File: src/rtl/rf_operand_fetch.sv
`default_nettype none
// ============================================================================
// Module   : rf_operand_fetch
// Brief    : General-purpose register file with write-back port, debug read
//            port and ALU operand A/B selection for a single-cycle MIPS core.
// Revision : 1.0 - initial release
// ============================================================================
module rf_operand_fetch #(
    parameter int WIDTH  = 32,
    parameter int NREG   = 32,
    parameter int BYPASS = 0
) (
    input  logic                     clk,
    input  logic                     rst,
    input  logic                     RFWr,
    input  logic [$clog2(NREG)-1:0]  WR,
    input  logic [WIDTH-1:0]         WD,
    input  logic [$clog2(NREG)-1:0]  rs,
    input  logic [$clog2(NREG)-1:0]  rt,
    input  logic [4:0]               shamt,
    input  logic [15:0]              imm16,
    input  logic                     EXTOp,
    input  logic                     ALUSrcA,
    input  logic [1:0]               ALUSrcB,
    output logic [WIDTH-1:0]         A,
    output logic [WIDTH-1:0]         B,
    output logic [WIDTH-1:0]         RD2,
    input  logic [$clog2(NREG)-1:0]  dbg_addr,
    output logic [WIDTH-1:0]         dbg_data
);

    localparam int AW = $clog2(NREG);

    localparam logic [1:0] c_SRCB_RD2 = 2'b00;
    localparam logic [1:0] c_SRCB_EXT = 2'b01;
    localparam logic [1:0] c_SRCB_LUI = 2'b10;

    // Register 0 is hard-wired to zero; the others come from per-register flops.
    logic [WIDTH-1:0] rf_w [NREG];
    logic             wr_en_w;
    logic [WIDTH-1:0] rd1_w;
    logic [WIDTH-1:0] rd2_w;
    logic [WIDTH-1:0] ext_w;

    // Writes to $0 are dropped here so no storage for $0 is ever needed.
    assign wr_en_w  = RFWr && (WR != '0);
    assign rf_w[0]  = '0;

    generate
        for (genvar i = 1; i < NREG; i++) begin : g_reg
            logic [WIDTH-1:0] reg_q;
            logic [WIDTH-1:0] reg_d;

            // Next value: load WD when this register is the write target.
            always_comb begin
                reg_d = reg_q;
                if (wr_en_w && (WR == AW'(i))) begin
                    reg_d = WD;
                end
            end

            // Register storage; reset clears it immediately and blocks writes.
            always_ff @(posedge clk or posedge rst) begin
                if (rst) begin
                    reg_q <= '0;
                end else begin
                    reg_q <= reg_d;
                end
            end

            assign rf_w[i] = reg_q;
        end
    endgenerate

    // Read ports: optional write-through forwarding of the in-flight write.
    // The forwarding condition is gated by RFWr so an unknown WD cannot leak
    // onto the read data while no write is requested.
    generate
        if (BYPASS != 0) begin : g_bypass
            assign rd1_w = (wr_en_w && (WR == rs)) ? WD : rf_w[rs];
            assign rd2_w = (wr_en_w && (WR == rt)) ? WD : rf_w[rt];
        end else begin : g_no_bypass
            assign rd1_w = rf_w[rs];
            assign rd2_w = rf_w[rt];
        end
    endgenerate

    // The debug port always shows the stored value, never the forwarded one.
    assign dbg_data = rf_w[dbg_addr];
    assign RD2      = rd2_w;

    // Immediate extension: sign or zero fill of the upper bits.
    assign ext_w = EXTOp ? {{(WIDTH-16){imm16[15]}}, imm16}
                         : {{(WIDTH-16){1'b0}}, imm16};

    // Operand A: register value, or the shift amount for shift instructions.
    assign A = ALUSrcA ? {{(WIDTH-5){1'b0}}, shamt} : rd1_w;

    // Operand B: register, extended immediate, LUI-shifted immediate or zero.
    always_comb begin
        B = '0;
        case (ALUSrcB)
            c_SRCB_RD2: B = rd2_w;
            c_SRCB_EXT: B = ext_w;
            c_SRCB_LUI: B = {imm16, {(WIDTH-16){1'b0}}};
            default:    B = '0;
        endcase
    end

endmodule
`default_nettype wire
File: config.mk
export PLATFORM = sky130hd
export DESIGN_NAME = rf_operand_fetch
export DESIGN_NICKNAME = d
export VERILOG_FILES = /design/src/rtl/rf_operand_fetch.sv
export SDC_FILE = /design/constraint.sdc
export NUM_CORES = 2
export LEC_CHECK = 0
export ABC_AREA = 0
export ABC_CLOCK_PERIOD_IN_PS = 42200
export CORE_MARGIN = 2
export CORE_UTILIZATION = 25
export DETAILED_ROUTE_END_ITERATION = 10
export GPL_TIMING_DRIVEN = 0
export SYNTH_ARGS = -nofsm -noshare
export SYNTH_HDL_FRONTEND = slang
export SYNTH_SLANG_ARGS = --single-unit
File: constraint.sdc
create_clock -name clk -period 42.2 [get_ports clk]
set_input_delay 8.44 -clock clk [delete_from_list [all_inputs] [get_ports clk]]
set_output_delay 8.44 -clock clk [all_outputs]
set_load 0.02 [all_outputs]
; ---- Yosys cells after proc, flatten, opt, wreduce, memory -nomap -nowiden
; Index checks and enable logic that the tools add are counted.
[op_classes]
n_lt_le_gt_ge = 3
n_eq_ne = 33
mux = 12
bitwise = 3
n_reduce_logical = 34
[ops]
columns = op, n
row1 = 32-bit binary-select mux with 5-bit select, 3
row2 = 32-bit two-way mux, 8
row3 = 32-bit one-hot mux with 3 select lines, 1
row4 = 5-bit == test (second input constant), 16
row5 = 5-bit by 4-bit == test with 1-bit output (second input constant), 8
row6 = 1-bit logical AND, 32
row7 = 5-bit by 3-bit == test with 1-bit output (second input constant), 4
row8 = 6-bit >= comparator (second input constant), 3
row9 = 5-bit inverter with 6-bit output, 3
row10 = 5-bit by 2-bit == test with 1-bit output (second input constant), 2
row11 = 5-bit by 1-bit == test with 1-bit output (second input constant), 1
row12 = 5-bit nonzero test, 1
row13 = 2-bit by 1-bit == test with 1-bit output (second input constant), 1
row14 = 2-bit == test (second input constant), 1
row15 = 2-bit logical NOT, 1
[totals]
reg_bits = 992
inputBits = 80
output_inout_bits = 128
wordCells = 116

; ---- Depth between registers and ports, before layout
[depth]
word_depth = 5
depth_mapped = 9
ltp_nobuf = 5

; ---- Worst setup path after synthesis
; Ideal clock, no wire load.
[synth_path]
kind = input port to output port
startpoint = in dbg_addr[1]
endpoint = out dbg_data[31]
arrival_time_ps = 10342
required_time_ps = 33760
slack_ps = 23418
path_stages = 7
n_path_buf = 4
path_cell_list = clkbuf_1 -> buf_2 -> clkbuf_1 -> buf_2 -> mux4_2 -> mux4_2 -> mux2_2
[synth_between]
elab_chain_len = 4
[synth_lines]
columns = item, line_no
row1 = from (decl), 28  ; input logic [$clog2(NREG)-1:0] dbg_addr,
row2 = 5-bit inverter with 6-bit output (not written as such), 89  ; assign dbg_data = rf_w[dbg_addr];
row3 = 32-bit binary-select mux with 5-bit select, 89
row4 = 32-bit two-way mux (not written as such) (2 in a row), 89
row5 = to (decl), 29  ; output logic [WIDTH-1:0] dbg_data
; No other way between the ends. The select of a mux whose other input is x is not followed.

; ---- Final worst setup path
[layout_path]
startpoint = in rt[1]
endpoint = out RD2[16]
[layout_between]
elab_chain_len = 4
[layout_lines]
columns = item, line_no
row1 = from (decl), 19  ; input logic [$clog2(NREG)-1:0] rt,
row2 = 5-bit inverter with 6-bit output (not written as such), 84  ; assign rd2_w = rf_w[rt];
row3 = 32-bit binary-select mux with 5-bit select, 84
row4 = 32-bit two-way mux (not written as such) (2 in a row), 84
row5 = to (decl), 27  ; output logic [WIDTH-1:0] RD2,
; No other way between the ends. The select of a mux whose other input is x is not followed.

==> results.yml <==
run_status:
  status: "finished, violations left"
  violations: "capacitance limit, slew limit"
placed_design:
  globalplace.congestion: 1.09
  place_ws_ns: 19.92
  dpl_cell_area_mm2: 0.0684
  io_buffers: 195
  hpwl_um: 219000
global_routing:
  globalRoute.busiestLayer: "met2"
  gr-total-overflow: 0
  antenna_found_initial: 38
  use_met1: 0.255
  grt_pass1_wl_um: 395000
  grt_pass1_vias: 46615
  grt_usage: 0.228
  met3_usage: 0.0770
  met2_usage: 0.344
  grt_start_max_net_pins: 128
route:
  viasPerCell: 5.93
  drc: 0
  avgRoutedWirePerCell_um: 36.8
  wl_um: 294000
  vias: 47387
  firstDrtPassIters: 6
  drt_first_iter_violations: 6183
  postRouteAntennaNets: 0
synth:
  ys_ff_latch: 992
  netlist_instances: 4266
  synth_top_family_by_area: "multiplexers"
  ys_types: 43
  syn-mean-instance-area_um2: 14.5
  synth-main-ff-cell: "dfrtp_1"
  syn_area_mm2: 0.0620
  synthMuxAreaShare: 0.489
  synthSimpleGateAreaFrac: 0.0159
  synthAdderAreaFrac: 0
  synth_compound_area_frac: 0.0581
  async_flop_share: 1.00
  syn_nets: 4346
  ys_seq_area_frac: 0.401
  synth_edf_count: 0
  yosys_warnings: 0
  synth-xor-area-share: 0
critical_path:
  slowest_delay_ns: 0.95
  cp_slowest_cell: "clkbuf_1"
  critPathBufInv: 5
  worstSetupPathType: "in2out"
  critPathRequiredTime_ns: 33.76
  arrival_ns: 13.96
  cp-start-kind: "input port"
  crit_family: "buffers and inverters"
  r2r_slack_ns: 41.25
  critPathCaptureType: "output pin"
  path_max_fanout: 10
  crit_path_cell_trace: "clkdlybuf4s50_1, buf_2, buf_2, nor2b_1, clkbuf_1, a221oi_1, a2bb2oi_1, o21ai_0, o21ai_0, clkdlybuf4s50_1"
die:
  core.rowCount: 182
  fp.dieH_um: 502
  initial_core_util: 0.252
  ios: 208
  die_w_um: 502
  fp.dieArea_mm2: 0.252
  core_area_mm2: 0.246
timing:
  hold_violations: 0
  fin_ws_ns: 19.80
  finalCritPeriodShare: 0.531
  tightest_slew_ns: 1.68
  relSlewSlack: -0.120
  finalSetupViolCount: 0
  min_period_ns: 22.40
  clock-skew-final_ns: 0
  fmax_ghz: 0.0446
  rsz0062_at_grt: "no"
  tns_ns: 0
  finalMaxSlewViolations: 182
cells_and_area:
  largest_reg_flops: 992
  area_growth_syn_to_layout_pct: 16.3
  drive_gt1_frac: 0.469
  layout_commonest_cell: "mux2_2"
  reg_top3: "g.reg_q (992)"
  fin_nets: 4661
  layout_common_cells: "mux2_2 (1,120), dfrtp_1 (992), mux4_2 (668)"
  multi_input_area_mm2: 0.0349
  fill_cells: 24735
  design_area_mm2: 0.0720
  final_core_util: 0.293
  top_register: "g.reg_q"
  seqCellArea_mm2: 0.0248
pwr:
  power.leakage_uw: 0.0291
  p_per_area_mw_per_mm2: 45.6
  irDropWorstVdd_uv: 32.6
cts:
  cts_tree: "done"
  cts_buffers: 103
  clkTransAtPathRegs_ns: 0.07
  cts_resized: 0
  cts.sinks: 992
  cts_max_path_buffers: 3
  root_buffer: "clkbuf_16"
  htreeDepth: 3
  cts_setup_buffers: 0
  cts-hold-fix-buffers: 0
  clk_latency_ns: 0.77
hold_path:
  hold_class: "reg2reg"
run:
  drv_cap: 19
==> stage by stage <==
stage          std cells  hold WS, ns  total power [uW]
2_1_floorplan       4266        0.492              1900
3_3_place_gp        7773        0.505              2220
3_5_place_dp        7785        0.522              2250
4_1_cts             7972        0.537              3240
5_1_grt             7980        0.556              3360
6_report            7989        0.538              3280
==> layout make-up <==
class	count	area share
Sequential cell	992	0.345
Buffer	499	0.0305
Timing Repair Buffer	210	0.0315
Tap cell	3312	0.0575
Inverter	24	0.00135
Clock inverter	41	0.00804
Antenna cell	14	0.000486
Multi-Input combinational cell	2751	0.484
Clock buffer	146	0.0417
==> kinds of logic after synthesis <==
| family | count (synthesis) |
|---|---|
| multiplexers | 2042 |
| flip-flops | 992 |
| AND/OR/NAND/NOR | 201 |
| AO/OA/AOI/OAI | 508 |
| buffers and inverters | 523 |
==> worst paths after layout <==
| kind | startpoint | to | cells past startpoint |
|---|---|---|---|
| hold / removal | g_reg[18].reg_q[25] | g_reg[18].reg_q[25] | 1 |
| setup / recovery | rt[1] | RD2[16] | 10 |
| setup reg to reg | g_reg[6].reg_q[19] | g_reg[6].reg_q[19] | 1 |
| hold reg to reg | g_reg[18].reg_q[25] | g_reg[18].reg_q[25] | 1 |
| min in group asynchronous | rst | g_reg[25].reg_q[21] | 2 |
| max in group asynchronous | rst | g_reg[16].reg_q[9] | 5 |
==> metal layers <==
layer,wire [um],part of all wire
met1,100000,0.34
met2,130000,0.44
met3,32200,0.11
met4,31400,0.11
met5,204,0.00069
==> synth_stat cells, types with 2 or more instances <==
cell type | number | share of area
mux2_2 | 1120 | 0.20
dfrtp_1 | 992 | 0.40
mux4_2 | 668 | 0.24
clkbuf_1 | 263 | 0.016
mux2i_1 | 187 | 0.030
buf_2 | 126 | 0.010
o21ai_0 | 109 | 0.0088
a22o_1 | 86 | 0.012
buf_1 | 74 | 0.0045
mux2_1 | 67 | 0.012
a21oi_1 | 66 | 0.0053
o22ai_1 | 64 | 0.0065
nor2_1 | 59 | 0.0036
o221ai_1 | 43 | 0.0061
nand2_1 | 40 | 0.0024
a22oi_1 | 37 | 0.0045
buf_4 | 33 | 0.0040
inv_1 | 24 | 0.0015
nand2b_1 | 23 | 0.0023
a221oi_1 | 21 | 0.0030
nor3_1 | 19 | 0.0015
a211o_1 | 16 | 0.0023
a2bb2oi_1 | 16 | 0.0023
o211ai_1 | 16 | 0.0019
or2_2 | 16 | 0.0016
nand3_1 | 15 | 0.0012
o221a_2 | 15 | 0.0027
o31a_1 | 15 | 0.0021
nor2b_1 | 13 | 0.0013
and2_1 | 4 | 0.00040
buf_6 | 3 | 0.00055
or3_1 | 3 | 0.00030
nor4_1 | 2 | 0.00020
or4_1 | 2 | 0.00024
==> report_power, final <==
part / internal, uW / switching, uW
clock: 579 / 431
combinational: 500 / 447
sequential: 1140 / 189
(Power assumes the default switching activity.)
